`src/rtl/mem_if_pkg.sv`:
```
// mem_if_pkg: shared definitions for the 512x32 memory port controller.
// Holds the controller state encoding and the memory geometry constants.
package mem_if_pkg;

  localparam int unsigned MEM_ADDR_W = 9;
  localparam int unsigned MEM_DATA_W = 32;
  localparam int unsigned MEM_DEPTH  = 512;

  // StWait is only reachable when the MEMIF_WAIT_EN build option is defined.
  typedef enum logic [1:0] {
    StIdle,
    StWait,
    StAccess,
    StDone
  } state_e;

endpackage

```
`src/rtl/mem_port_ctrl.sv`:
```
// mem_port_ctrl: initiator-side controller for a single-port memory with synchronous write,
// asynchronous read and a shared address. Runs single or burst read/write transactions.
//
// Build option: MEMIF_WAIT_EN -- inserts WAIT_CYCLES wait cycles before every beat.
//
// Ports:
//   clk, reset            clock, synchronous active-high reset
//   req, we, burst_len,   request and its attributes, sampled only while idle
//   start_addr
//   wr_data / wr_ready    write word for the current beat / beat committed this cycle
//   rd_data / rd_valid    registered read word / one-cycle pulse per read beat
//   busy, done            transaction in progress / one-cycle end-of-transaction pulse
//   mem_addr, mem_datain, memory-side address, write data, write enable, read data
//   mem_write, mem_dataout
module mem_port_ctrl
  import mem_if_pkg::*;
#(
  parameter int unsigned ADDR_W      = MEM_ADDR_W,
  parameter int unsigned DATA_W      = MEM_DATA_W,
  parameter int unsigned MAX_BURST   = 4,
  parameter int unsigned WAIT_CYCLES = 1,
  localparam int unsigned LEN_W      = (MAX_BURST > 1) ? $clog2(MAX_BURST) : 1
) (
  input  logic              clk,
  input  logic              reset,
  input  logic              req,
  input  logic              we,
  input  logic [LEN_W-1:0]  burst_len,
  input  logic [ADDR_W-1:0] start_addr,
  input  logic [DATA_W-1:0] wr_data,
  output logic              wr_ready,
  output logic [DATA_W-1:0] rd_data,
  output logic              rd_valid,
  output logic              busy,
  output logic              done,
  output logic [ADDR_W-1:0] mem_addr,
  output logic [DATA_W-1:0] mem_datain,
  output logic              mem_write,
  input  logic [DATA_W-1:0] mem_dataout
);

  state_e            state_q, state_d;
  logic              we_q, we_d;
  logic [LEN_W-1:0]  len_q, len_d;
  logic [LEN_W-1:0]  beat_q, beat_d;
  logic [ADDR_W-1:0] addr_q, addr_d;
  logic [DATA_W-1:0] rd_data_q, rd_data_d;
  logic              rd_valid_q, rd_valid_d;
  logic [LEN_W-1:0]  len_in;

  // Clamp only matters when MAX_BURST leaves unused codes in the length field.
  if ((1 << LEN_W) != MAX_BURST) begin : g_len_clamp
    localparam logic [LEN_W-1:0] LenMax = LEN_W'(MAX_BURST - 1);
    assign len_in = (burst_len > LenMax) ? LenMax : burst_len;
  end else begin : g_len_pass
    assign len_in = burst_len;
  end

`ifdef MEMIF_WAIT_EN
  localparam int unsigned WCNT_W = (WAIT_CYCLES > 1) ? $clog2(WAIT_CYCLES) : 1;
  localparam logic [WCNT_W-1:0] WaitLoad = WCNT_W'(WAIT_CYCLES - 1);
  // WAIT_CYCLES == 0 skips the wait state entirely.
  localparam state_e BeatEntry = (WAIT_CYCLES == 0) ? StAccess : StWait;
  logic [WCNT_W-1:0] wait_q, wait_d;
`else
  localparam state_e BeatEntry = StAccess;
  logic unused_wait_cycles;
  assign unused_wait_cycles = ^WAIT_CYCLES;
`endif

  always_comb begin
    state_d    = state_q;
    we_d       = we_q;
    len_d      = len_q;
    beat_d     = beat_q;
    addr_d     = addr_q;
    rd_data_d  = rd_data_q;
    rd_valid_d = 1'b0;
`ifdef MEMIF_WAIT_EN
    wait_d     = wait_q;
`endif
    case (state_q)
      StIdle: begin
        if (req) begin
          we_d    = we;
          len_d   = len_in;
          addr_d  = start_addr;
          beat_d  = '0;
          state_d = BeatEntry;
`ifdef MEMIF_WAIT_EN
          wait_d  = WaitLoad;
`endif
        end
      end
`ifdef MEMIF_WAIT_EN
      StWait: begin
        if (wait_q == '0) begin
          state_d = StAccess;
        end else begin
          wait_d = wait_q - WCNT_W'(1);
        end
      end
`endif
      StAccess: begin
        if (!we_q) begin
          rd_valid_d = 1'b1;
          rd_data_d  = mem_dataout;
        end
        addr_d = addr_q + ADDR_W'(1);
        beat_d = beat_q + LEN_W'(1);
        if (beat_q == len_q) begin
          state_d = StDone;
        end else begin
          state_d = BeatEntry;
`ifdef MEMIF_WAIT_EN
          wait_d  = WaitLoad;
`endif
        end
      end
      StDone:  state_d = StIdle;
      default: state_d = StIdle;
    endcase
  end

  always_ff @(posedge clk) begin
    if (reset) begin
      state_q    <= StIdle;
      we_q       <= 1'b0;
      len_q      <= '0;
      beat_q     <= '0;
      addr_q     <= '0;
      rd_data_q  <= '0;
      rd_valid_q <= 1'b0;
`ifdef MEMIF_WAIT_EN
      wait_q     <= '0;
`endif
    end else begin
      state_q    <= state_d;
      we_q       <= we_d;
      len_q      <= len_d;
      beat_q     <= beat_d;
      addr_q     <= addr_d;
      rd_data_q  <= rd_data_d;
      rd_valid_q <= rd_valid_d;
`ifdef MEMIF_WAIT_EN
      wait_q     <= wait_d;
`endif
    end
  end

  always_comb begin
    mem_addr   = '0;
    mem_datain = '0;
    mem_write  = 1'b0;
    wr_ready   = 1'b0;
    busy       = (state_q != StIdle);
    done       = (state_q == StDone);
    if (state_q == StAccess || state_q == StWait) begin
      mem_addr = addr_q;
    end
    // Reset suppresses the strobe so the beat in flight when an abort lands is not committed.
    if (state_q == StAccess && we_q && !reset) begin
      mem_write  = 1'b1;
      wr_ready   = 1'b1;
      mem_datain = wr_data;
    end
  end

  assign rd_data  = rd_data_q;
  assign rd_valid = rd_valid_q;

endmodule
```
`config.mk`:
```
export PLATFORM = sky130hd
export DESIGN_NAME = mem_port_ctrl
export DESIGN_NICKNAME = d
export VERILOG_FILES = /design/src/rtl/mem_if_pkg.sv /design/src/rtl/mem_port_ctrl.sv
export SDC_FILE = /design/constraint.sdc
export NUM_CORES = 1
export LEC_CHECK = 0
export BUFFER_PORTS_ARGS = -buffer_cell sky130_fd_sc_hd__buf_4
export CAP_MARGIN = 15
export CORE_UTILIZATION = 42
export CTS_CLUSTER_DIAMETER = 40
export DETAILED_ROUTE_END_ITERATION = 8
export PLACE_DENSITY = 0.8
export SYNTH_ARGS = -nofsm -noshare
export SYNTH_HDL_FRONTEND = slang
export SYNTH_SLANG_ARGS = --single-unit
```
`constraint.sdc`:
```
create_clock -name clk -period 1.85 [get_ports clk]
set_input_delay 0.0925 -clock clk [delete_from_list [all_inputs] [get_ports clk]]
set_output_delay 0.0925 -clock clk [all_outputs]
set_load 0.005 [all_outputs]
```
After elaboration in Yosys (flattened, before gate mapping)
Cells that the tools add are included. Widths: inputs -> output; s select.

Mux-type cells: 11. Bitwise gates (word level): 2. Reduce and logical (&&, ||, !) cells: 11. Add/subtract/negate cells: 2. Equal/unequal tests: 5.

Operators by type and width (count): $mux 32 (1); $mux 9 (2); $pmux 9 s2 (1); $add 9x1->9 const B (1); $pmux 2 s2 (2); $reduce_and 2->1 (3); $eq 2x2->1 const B (2); $mux 2 (2); $reduce_bool 2->1 (2); $mux 1 (3); $add 2x1->2 const B (1); $eq 2x1->1 const B (1); $eq 2x2->1 (1); $logic_and 1x1->1 (2); $logic_not 2->1 (1); $ne 2x2->1 const B (1); $not 1->1 (2); $reduce_or 2->1 (1); $logic_not 1->1 (1); $logic_or 1x1->1 (1).

Bits of input ports: 79. Output and inout port bits: 78. Word-level logic and storage cells: 38. Register bits after elaboration: 49.

Depth between registers and ports, before layout
Gate-level depths: netlist of run 1.

Depth after elaboration: 4. Mapped depth: 8.

Least setup slack after synthesis of run 1
Ideal clock, no wire load.

Path kind: reg-to-reg. From: register state_q[0]. To: register addr_q[0]. Library setup time: 70 ps. Path slack: 437 ps. Path buffers: 1. Data arrival time: 1343 ps. Required time: 1780 ps. Stages on the path, launching flop included: 7. Clock period less this slack: 1413 ps. Path through: dfxtp_1 inv_1 ha_1 buf_6 mux2i_2 or3_1 a21oi_1.

Longest elaborated chain between the ends: 3. Elaborated cells between the ends (all ways): 6. Classes of those cells: eq/ne: 2; mux: 1; reduce/logical: 3.

Ends and longest elaborated chain: start, declared (line mem_port_ctrl.sv:42) `state_e state_q, state_d;`; start signal, assigned (line mem_port_ctrl.sv:127) `state_q <= StIdle;`; start signal, assigned (line mem_port_ctrl.sv:138) `state_q <= state_d;`; $eq 2x2->1 / $logic_not 2->1 (equally long branches) (line mem_port_ctrl.sv:82) `case (state_q)`; $reduce_bool 2->1 (no source line) / $ne 2x2->1 (equally long branches); $reduce_and 2->1 (no source line); end signal, assigned (line mem_port_ctrl.sv:142) `addr_q <= addr_d;`; end, declared (line mem_port_ctrl.sv:46) `logic [ADDR_W-1:0] addr_q, addr_d;`.

Parallel ways exist; a longest one is shown, timed or not. A chain may end at the register's enable or synchronous reset.

Worst setup path after layout of run 1
From: register state_q[0]. To: output port mem_datain[10].

Longest elaborated chain between the ends: 4.

Ends and longest elaborated chain: $eq 2x2->1 (line mem_port_ctrl.sv:162) `if (state_q == StAccess && we_q && !reset) begin`; $logic_and 1x1->1 (2 in a row) (line mem_port_ctrl.sv:162); $mux 32 (line mem_port_ctrl.sv:162); end, declared (line mem_port_ctrl.sv:37) `output logic [DATA_W-1:0] mem_datain,`.

No other way between the ends.

==> impl_metrics.tcl, run 1 <==
set metrics [dict create \
    clock-root-buffer "sky130_fd_sc_hd__clkbuf_8" \
    wire_length_reported_by_the_detailed_router_mm 6.91 \
    timing.hold.worst_path_depth 3 \
    numClockSinks 49 \
    power_leakage_nw 1.73 \
    drt-initial-drc-count 149 \
    final_cell_area_mm2 0.00368 \
    synth_compound_gate_area_share_pct 15.0 \
    tritoncts "done" \
    initial_core_util_pct 43.4 \
    syn_inst 306 \
    antenna-diode-count 0 \
    slew_viol_final 0 \
    post_synth_fa_ha_maj_area_fraction_pct 2.09 \
    max_freq_mhz 579 \
    clk_path_buf_depth 2 \
    synth-edff-count 0 \
    rows 27 \
    timing.critical_path.slowest_cell_delay_ps 370 \
    numPortBuffers 156 \
    synth_mux_area_share_pct 1.83 \
    clk-insertion-delay-late_ps 300 \
    synth-warning-count 0 \
    synth_fp_nets 389 \
    ys_async_sr_fraction_pct 0 \
    worst_tran_pin_value_ps 541 \
    globalplace.congestion 0.834 \
    grt.overflow.total 0 \
    hold_path_end "rd_data[17]" \
    synth_top_family_by_area "simple AND/OR/NAND/NOR gates" \
    synth_ff_type "sky130_fd_sc_hd__dfxtp_1" \
    status "complete, no violations" \
    hold_viol_final 0 \
    synthSimpleGateAreaFrac_pct 32.0 \
    routedWlPerCell_um 13.1 \
    worstPathMaxFanout 34 \
    worstPathCellList "inv_1 -> ha_2 -> and3b_1 -> buf_8 -> and2_1 -> buf_4" \
    power.density_cell_area_mw_per_mm2 792 \
    postCtsSetupBuffers 0 \
    synth_largest_type_area_fraction_pct 41.0 \
    hold-worst-slack_ps 28.7 \
    critPathArrivalTime_ps 1630 \
    placed_cells_incl_taps 518 \
    fin_total_pwr_mw 2.91 \
    nets 536 \
    vdd.ir_drop.worst_mv 0.619 \
    min_period_ps 1730 \
    worst_ep_required_time_ps 1760 \
    die_height_um 77.5 \
    worst_r2r_path_depth 6 \
    path_class "flop to output port" \
    min_from "mem_dataout[17]" \
    cts_htree_levels 2 \
    synth_cell_types 39 \
    area_delta_synth_final_pct 53.8 \
    first_pass_iters 4 \
    final.fill_count 503 \
    clock-skew-final_ps 7.22 \
    post-place-ws_ps 118 \
    grt_usage_pct 22.2 \
    final_critical_path_setup_slack_ps 123 \
    post_cts_hold_buffer_count 0 \
    post_synth_main_area_contributors "sky130_fd_sc_hd__dfxtp_1 (41%), sky130_fd_sc_hd__nand2_1 (11%), sky130_fd_sc_hd__and2_1 (11%)" \
    detailroute.via_count 2569 \
    layout_cells_sized_above_1_pct 38.8 \
    finalSetupViolations 0 \
    start_kind "flop" \
    first_global_vias 2255 \
    critical_path.reg2reg.startpoint "state_q[0]" \
    worst_path_dominant_cell_family "flip-flops" \
    drc 0 \
    layout_worst_path_cycle_share_pct 93.4 \
    worstPathBufferInverterCount 3 \
    regToRegEndpoint "addr_q[8]" \
    synth.cell_area_mm2 0.00239 \
    worstHoldPathType "primary input to flop" \
    die_w_um 77.5 \
    rsz0062_at_grt "false" \
    grt_antenna_before_repair 0 \
    worst_setup_path_end_kind "output port" \
    clk_pin_slew_worst_paths_ps 90 \
    wire_length_of_the_first_global_routing_pass_mm 10.5 \
    netlist.top_cell.by_area "sky130_fd_sc_hd__dfxtp_1" \
    cts_made_buffers 5 \
    grt_start_max_net_pins 54 \
    avgViaCountPerCell 4.88 \
    cp_slowest_cell "sky130_fd_sc_hd__dfxtp_1" \
    hpwlAfterDp_mm 5.33 \
    final.setup.tns_ps 0 \
    fin_util_pct 66.8 \
    instances_no_fill 526 \
    number_of_synthesized_register_bits 49 \
    maxCapViolations 0 \
    floorplan.die_area_mm2 0.00600 \
    synth_area_per_cell_um2 7.82 \
    parity_gate_share_of_the_synthesized_area_counting_xor_and_xnor_cells_pct 1.10 \
    antenna_left 0 \
    core-area_mm2 0.00551 \
    timing.slew.headroom_pct 63.9 \
    postPlaceCellArea_mm2 0.00357 \
    top_level_port_count 157 \
    reg_to_reg_setup_timing_slack_ps 250 \
    seq_area_frac_synth_pct 41.0 \
]
synth_stat cells, types with 4 or more instances:
master,n
sky130_fd_sc_hd__a21oi_1,47
sky130_fd_sc_hd__and2_1,41
sky130_fd_sc_hd__buf_2,10
sky130_fd_sc_hd__buf_6,4
sky130_fd_sc_hd__clkbuf_1,6
sky130_fd_sc_hd__dfxtp_1,49
sky130_fd_sc_hd__ha_1,4
sky130_fd_sc_hd__inv_1,6
sky130_fd_sc_hd__nand2_1,73
sky130_fd_sc_hd__nand2b_1,4
sky130_fd_sc_hd__nand3_1,6
sky130_fd_sc_hd__nor2_1,8
sky130_fd_sc_hd__nor2b_1,4
sky130_fd_sc_hd__o21ai_1,6
logic make-up (layout without fill, tap and decap cells):
kind of cell / after synthesis / in the layout
flip-flops: 49 / 49
AO/OA/AOI/OAI: 65 / 65
XOR/XNOR: 3 / 3
multiplexers: 4 / 4
AND/OR/NAND/NOR: 152 / 152
buffers and inverters: 29 / 177
adder cells (fa/ha/maj): 4 / 4
state kept, by name, indices dropped and copies added (netlist names):
signal / cells
len_q: 2
rd_data: 32
addr_q: 9
rd_valid: 1
we_q: 1
beat_q: 2
state_q: 2
cell usage in the layout, fill, tap and decap left out, types with 2 or more instances in the layout:
| cell | n |
|---|---|
| sky130_fd_sc_hd__xnor2_1 | 2 |
| sky130_fd_sc_hd__nand4_1 | 2 |
| sky130_fd_sc_hd__ha_2 | 2 |
| sky130_fd_sc_hd__clkbuf_8 | 5 |
| sky130_fd_sc_hd__o32ai_1 | 2 |
| sky130_fd_sc_hd__nand2b_1 | 4 |
| sky130_fd_sc_hd__inv_1 | 6 |
| sky130_fd_sc_hd__and2_1 | 41 |
| sky130_fd_sc_hd__o21ai_1 | 6 |
| sky130_fd_sc_hd__nor2_1 | 8 |
| sky130_fd_sc_hd__ha_1 | 2 |
| sky130_fd_sc_hd__nor2b_2 | 2 |
| sky130_fd_sc_hd__mux2i_1 | 3 |
| sky130_fd_sc_hd__nor2b_1 | 3 |
| sky130_fd_sc_hd__dfxtp_1 | 49 |
| sky130_fd_sc_hd__a21oi_1 | 47 |
| sky130_fd_sc_hd__nand4b_1 | 2 |
| sky130_fd_sc_hd__a211oi_1 | 3 |
| sky130_fd_sc_hd__o22ai_1 | 3 |
| sky130_fd_sc_hd__clkbuf_1 | 2 |
| sky130_fd_sc_hd__nand3_1 | 6 |
| sky130_fd_sc_hd__buf_4 | 161 |
| sky130_fd_sc_hd__nand2_1 | 73 |
| sky130_fd_sc_hd__nor3b_1 | 3 |
final cells by class:
| class | instances | area, um^2 | area share (%) |
|---|---|---|---|
| Timing Repair Buffer | 163 | 1240 | 33.8 |
| Multi-Input combinational cell | 228 | 1260 | 34.2 |
| Tap cell | 72 | 90.1 | 2.45 |
| Clock inverter | 1 | 7.51 | 0.204 |
| Sequential cell | 49 | 981 | 26.7 |
| Inverter | 6 | 22.5 | 0.612 |
| Clock buffer | 7 | 76.3 | 2.07 |
layer usage:
layer	global-route usage (%)	share of wire, %	vias to the layer above
met5	0	0	-
met4	10.2	3.1	0
met3	6.71	8.2	15
met2	39.3	51	102
met1	24.3	38	1153
li1	-	-	1299
how the worst max path moves through the flow:
stage / cells after the start / end / from / slack, ps
floorplan: 6 / addr_q[0] / state_q[0] / 440
global placement: 6 / addr_q[8] / state_q[0] / 230
detailed placement: 6 / addr_q[8] / state_q[0] / 120
CTS: 6 / mem_datain[10] / state_q[0] / 20
global route: 6 / mem_datain[21] / state_q[0] / 0.06
finish: 6 / mem_datain[10] / state_q[0] / 120
worst min-delay path, cell delays in order:
cell,delay [ps]
sky130_fd_sc_hd__buf_4,110
sky130_fd_sc_hd__nand2_1,40
sky130_fd_sc_hd__a21oi_1,50
report_power, final:
group | internal (mW) | switching (mW) | leakage [nW]
sequential | 1.20 | 0.108 | 0.401
combinational | 0.518 | 0.484 | 1.29
clock | 0.268 | 0.340 | 0.0385
total | 1.98 | 0.932 | 1.73
repair_timing:
item / CTS / global route
gates resized for setup: 0 / 5
setup endpoints to repair: 0 / 38
endpoints found under the hold margin: 0 / 0
(Power assumes the default switching activity.)
==> run 2, diff against run 1 <==
--- a/config.mk
+++ b/config.mk
@@ -5,6 +5,7 @@
 export SDC_FILE = /design/constraint.sdc
 export NUM_CORES = 1
 export LEC_CHECK = 0
+export ABC_AREA = 1
 export BUFFER_PORTS_ARGS = -buffer_cell sky130_fd_sc_hd__buf_4
 export CAP_MARGIN = 15
 export CORE_UTILIZATION = 42
==> run 2 against run 1 <==
  * Global-route usage is 1.8 points higher
  * Via count is 8.8% higher
  * Wire length increased by 4.7%
  * Flip-flop and latch count stayed put
  * Clock-buffer cell count is the same
  * Total power decreased by 8.4%
  * Sequential power about the same
  * Register-to-register slack better by 50 ps
  * Hold slack worse by 17 ps
  * Cell area grew 0.95%
  * Die area is 2.0% higher
  * Sequential share of layout area fell by 0.25 points
==> impl_metrics.tcl, run 2 <==
set metrics [dict create \
    status "complete, no violations" \
    drt-initial-drc-count 192 \
    netlist.top_cell.by_area "sky130_fd_sc_hd__dfxtp_1" \
    layout_worst_path_cycle_share_pct 93.8 \
    hpwlAfterDp_mm 5.35 \
    final_critical_path_setup_slack_ps 114 \
    vdd.ir_drop.worst_mv 0.491 \
    nets 608 \
    number_of_synthesized_register_bits 49 \
    power_leakage_nw 2.11 \
    ys_async_sr_fraction_pct 0 \
    grt_antenna_before_repair 0 \
    syn_inst 377 \
    detailroute.via_count 2796 \
    avgViaCountPerCell 4.68 \
    yosysMostFrequentCell "sky130_fd_sc_hd__nor2_1" \
    synth_cell_types 24 \
    tritoncts "done" \
    synth_area_per_cell_um2 6.48 \
    wire_length_of_the_first_global_routing_pass_mm 11.7 \
    timing.critical_path.slowest_cell_delay_ps 320 \
    critPathArrivalTime_ps 1640 \
    drc 0 \
    postCtsSetupBuffers 0 \
    post_synth_main_area_contributors "sky130_fd_sc_hd__dfxtp_1 (40%), sky130_fd_sc_hd__nor2_1 (19%), sky130_fd_sc_hd__inv_1 (8.8%)" \
    min_period_ps 1740 \
    core-area_mm2 0.00554 \
    grt.overflow.total 0 \
    floorplan.die_area_mm2 0.00612 \
    max_freq_mhz 576 \
    hold_viol_final 0 \
    fin_util_pct 67.1 \
    rsz0062_at_grt "true" \
    cpMostUsedCell "sky130_fd_sc_hd__inv_1" \
    final_common_cell "sky130_fd_sc_hd__buf_4" \
    worst_setup_path_end_kind "output port" \
    routedWlPerCell_um 12.1 \
    wire_length_reported_by_the_detailed_router_mm 7.23 \
    largest_register_ffs 32 \
    die_height_um 78.3 \
    worstHoldPathType "primary input to flop" \
    slew_viol_final 0 \
    final.fill_count 494 \
    grt_start_max_net_pins 41 \
    synth_largest_type_area_fraction_pct 40.2 \
    area_delta_synth_final_pct 52.1 \
    worst_path_dominant_cell_family "buffers and inverters" \
    synth-warning-count 0 \
    globalplace.congestion 0.804 \
    first_global_vias 2615 \
    first_pass_iters 4 \
    mostFrequentLayoutCells "sky130_fd_sc_hd__buf_4 (158), sky130_fd_sc_hd__nor2_1 (123), sky130_fd_sc_hd__inv_1 (57)" \
    finalSetupViolations 0 \
    post-place-ws_ps 152 \
    die_w_um 78.3 \
    cts_htree_levels 2 \
    postPlaceCellArea_mm2 0.00360 \
    synth_top_cells_by_count "sky130_fd_sc_hd__nor2_1 (125), sky130_fd_sc_hd__inv_1 (57), sky130_fd_sc_hd__nand2_1 (50)" \
    initial_core_util_pct 44.1 \
    layout_cells_sized_above_1_pct 34.0 \
    synth_fp_nets 460 \
    synth.cell_area_mm2 0.00244 \
    antenna-diode-count 0 \
    clk-insertion-delay-late_ps 300 \
    numClockSinks 49 \
    clk_pin_slew_worst_paths_ps 90 \
    numPortBuffers 156 \
    start_kind "flop" \
    worstPathMaxFanout 17 \
    hold-worst-slack_ps 11.4 \
    power.density_cell_area_mw_per_mm2 719 \
    synth-edff-count 0 \
    clock-skew-final_ps 3.14 \
    final_cell_area_mm2 0.00371 \
    worst_ep_required_time_ps 1760 \
    synth_ff_type "sky130_fd_sc_hd__dfxtp_1" \
    seq_area_frac_synth_pct 40.2 \
    cp_slowest_cell "sky130_fd_sc_hd__dfxtp_1" \
    timing.slew.headroom_pct 61.1 \
    clock-root-buffer "sky130_fd_sc_hd__clkbuf_8" \
    worstPathBufferInverterCount 4 \
    cts_made_buffers 5 \
    clk_path_buf_depth 2 \
    maxCapViolations 0 \
    path_class "flop to output port" \
    worstPathCellList "inv_1 -> ha_2 -> inv_4 -> nor2_4 -> nand2_4 -> inv_1 -> buf_4" \
    rows 27 \
    grt_usage_pct 24.0 \
    antenna_left 0 \
    worst_tran_pin_value_ps 583 \
    top_level_port_count 157 \
]
==> run 2: changes by cell type after synthesis, moves of 7 or more <==
| cell | previous run | this run |
|---|---|---|
| sky130_fd_sc_hd__a21oi_1 | 47 | 2 |
| sky130_fd_sc_hd__and2_1 | 41 | 0 |
| sky130_fd_sc_hd__inv_1 | 6 | 57 |
| sky130_fd_sc_hd__nand2_1 | 73 | 50 |
| sky130_fd_sc_hd__nand3_1 | 6 | 13 |
| sky130_fd_sc_hd__nor2_1 | 8 | 125 |
| sky130_fd_sc_hd__o21ai_0 | 0 | 38 |
==> run 2: logic make-up (layout without fill, tap and decap cells) <==
kind of cell	after synthesis	count (layout)	share of synthesized area (%)
AND/OR/NAND/NOR	194	195	31.7
buffers and inverters	78	226	14.1
AO/OA/AOI/OAI	49	49	10.9
flip-flops	49	49	40.2
adder cells (fa/ha/maj)	4	4	2.05
XOR/XNOR	2	2	0.717
multiplexers	1	1	0.410
==> run 2: final timing paths <==
kind | cells past startpoint | from | to | slack (ps)
max reg2reg | 7 | state_q[0] | rd_data[10] | 300
min reg2reg | 2 | len_q[1] | len_q[1] | 480
min | 3 | mem_dataout[19] | rd_data[19] | 10
max | 7 | state_q[0] | wr_ready | 110
==> run 2: stage by stage <==
stage	cells	setup TNS [ps]	power (mW)
after floorplan	377	0	1.68
after global placement	589	0	2.04
after detailed placement	589	0	2.06
after CTS	598	0	2.70
after global routing	598	-0.113	2.83
final	598	0	2.67
==> run 2: power breakdown <==
part           internal (mW)  leakage (nW)  switching [mW]
sequential              1.19         0.402          0.0984
clock                  0.268        0.0385           0.350
combinational          0.379          1.67           0.384
==> run 2: timing repair <==
item                       4_1_cts  5_1_grt
hold buffers                     0        0
pin swaps                        1        0
setup endpoints to repair       34       18
gates resized for setup          4        2
hold endpoints to repair         0        0
cloned                           1        0
==> run 2: metal layers <==
| layer | routed length (um) | track usage (%) | part of all wire, % |
|---|---|---|---|
| met5 | 0 | 0 | 0 |
| met4 | 114 | 8.52 | 1.6 |
| met3 | 700 | 7.09 | 9.7 |
| met2 | 3680 | 44.9 | 51 |
| met1 | 2740 | 25.3 | 38 |
==> run 2: worst reg2reg max path, stage by stage, from the launching register on <==
cell and delay [ps]:
sky130_fd_sc_hd__dfxtp_1 350, sky130_fd_sc_hd__inv_1 80, sky130_fd_sc_hd__ha_2 210, sky130_fd_sc_hd__inv_4 120, sky130_fd_sc_hd__nor2_4 50, sky130_fd_sc_hd__inv_2 440
sky130_fd_sc_hd__nor2_1 110, sky130_fd_sc_hd__nor2_1 130
==> run 2: area by class of cell <==
class                      count  area (um^2)  area share (%)
sequential                    49          981            26.4
clock inverter                 1         7.51           0.202
inverter                      60          228            6.13
multi-input combinational    251         1150            30.9
tap                           72         90.1            2.43
timing repair buffer         158         1190            31.9
clock buffer                   7         76.3            2.05
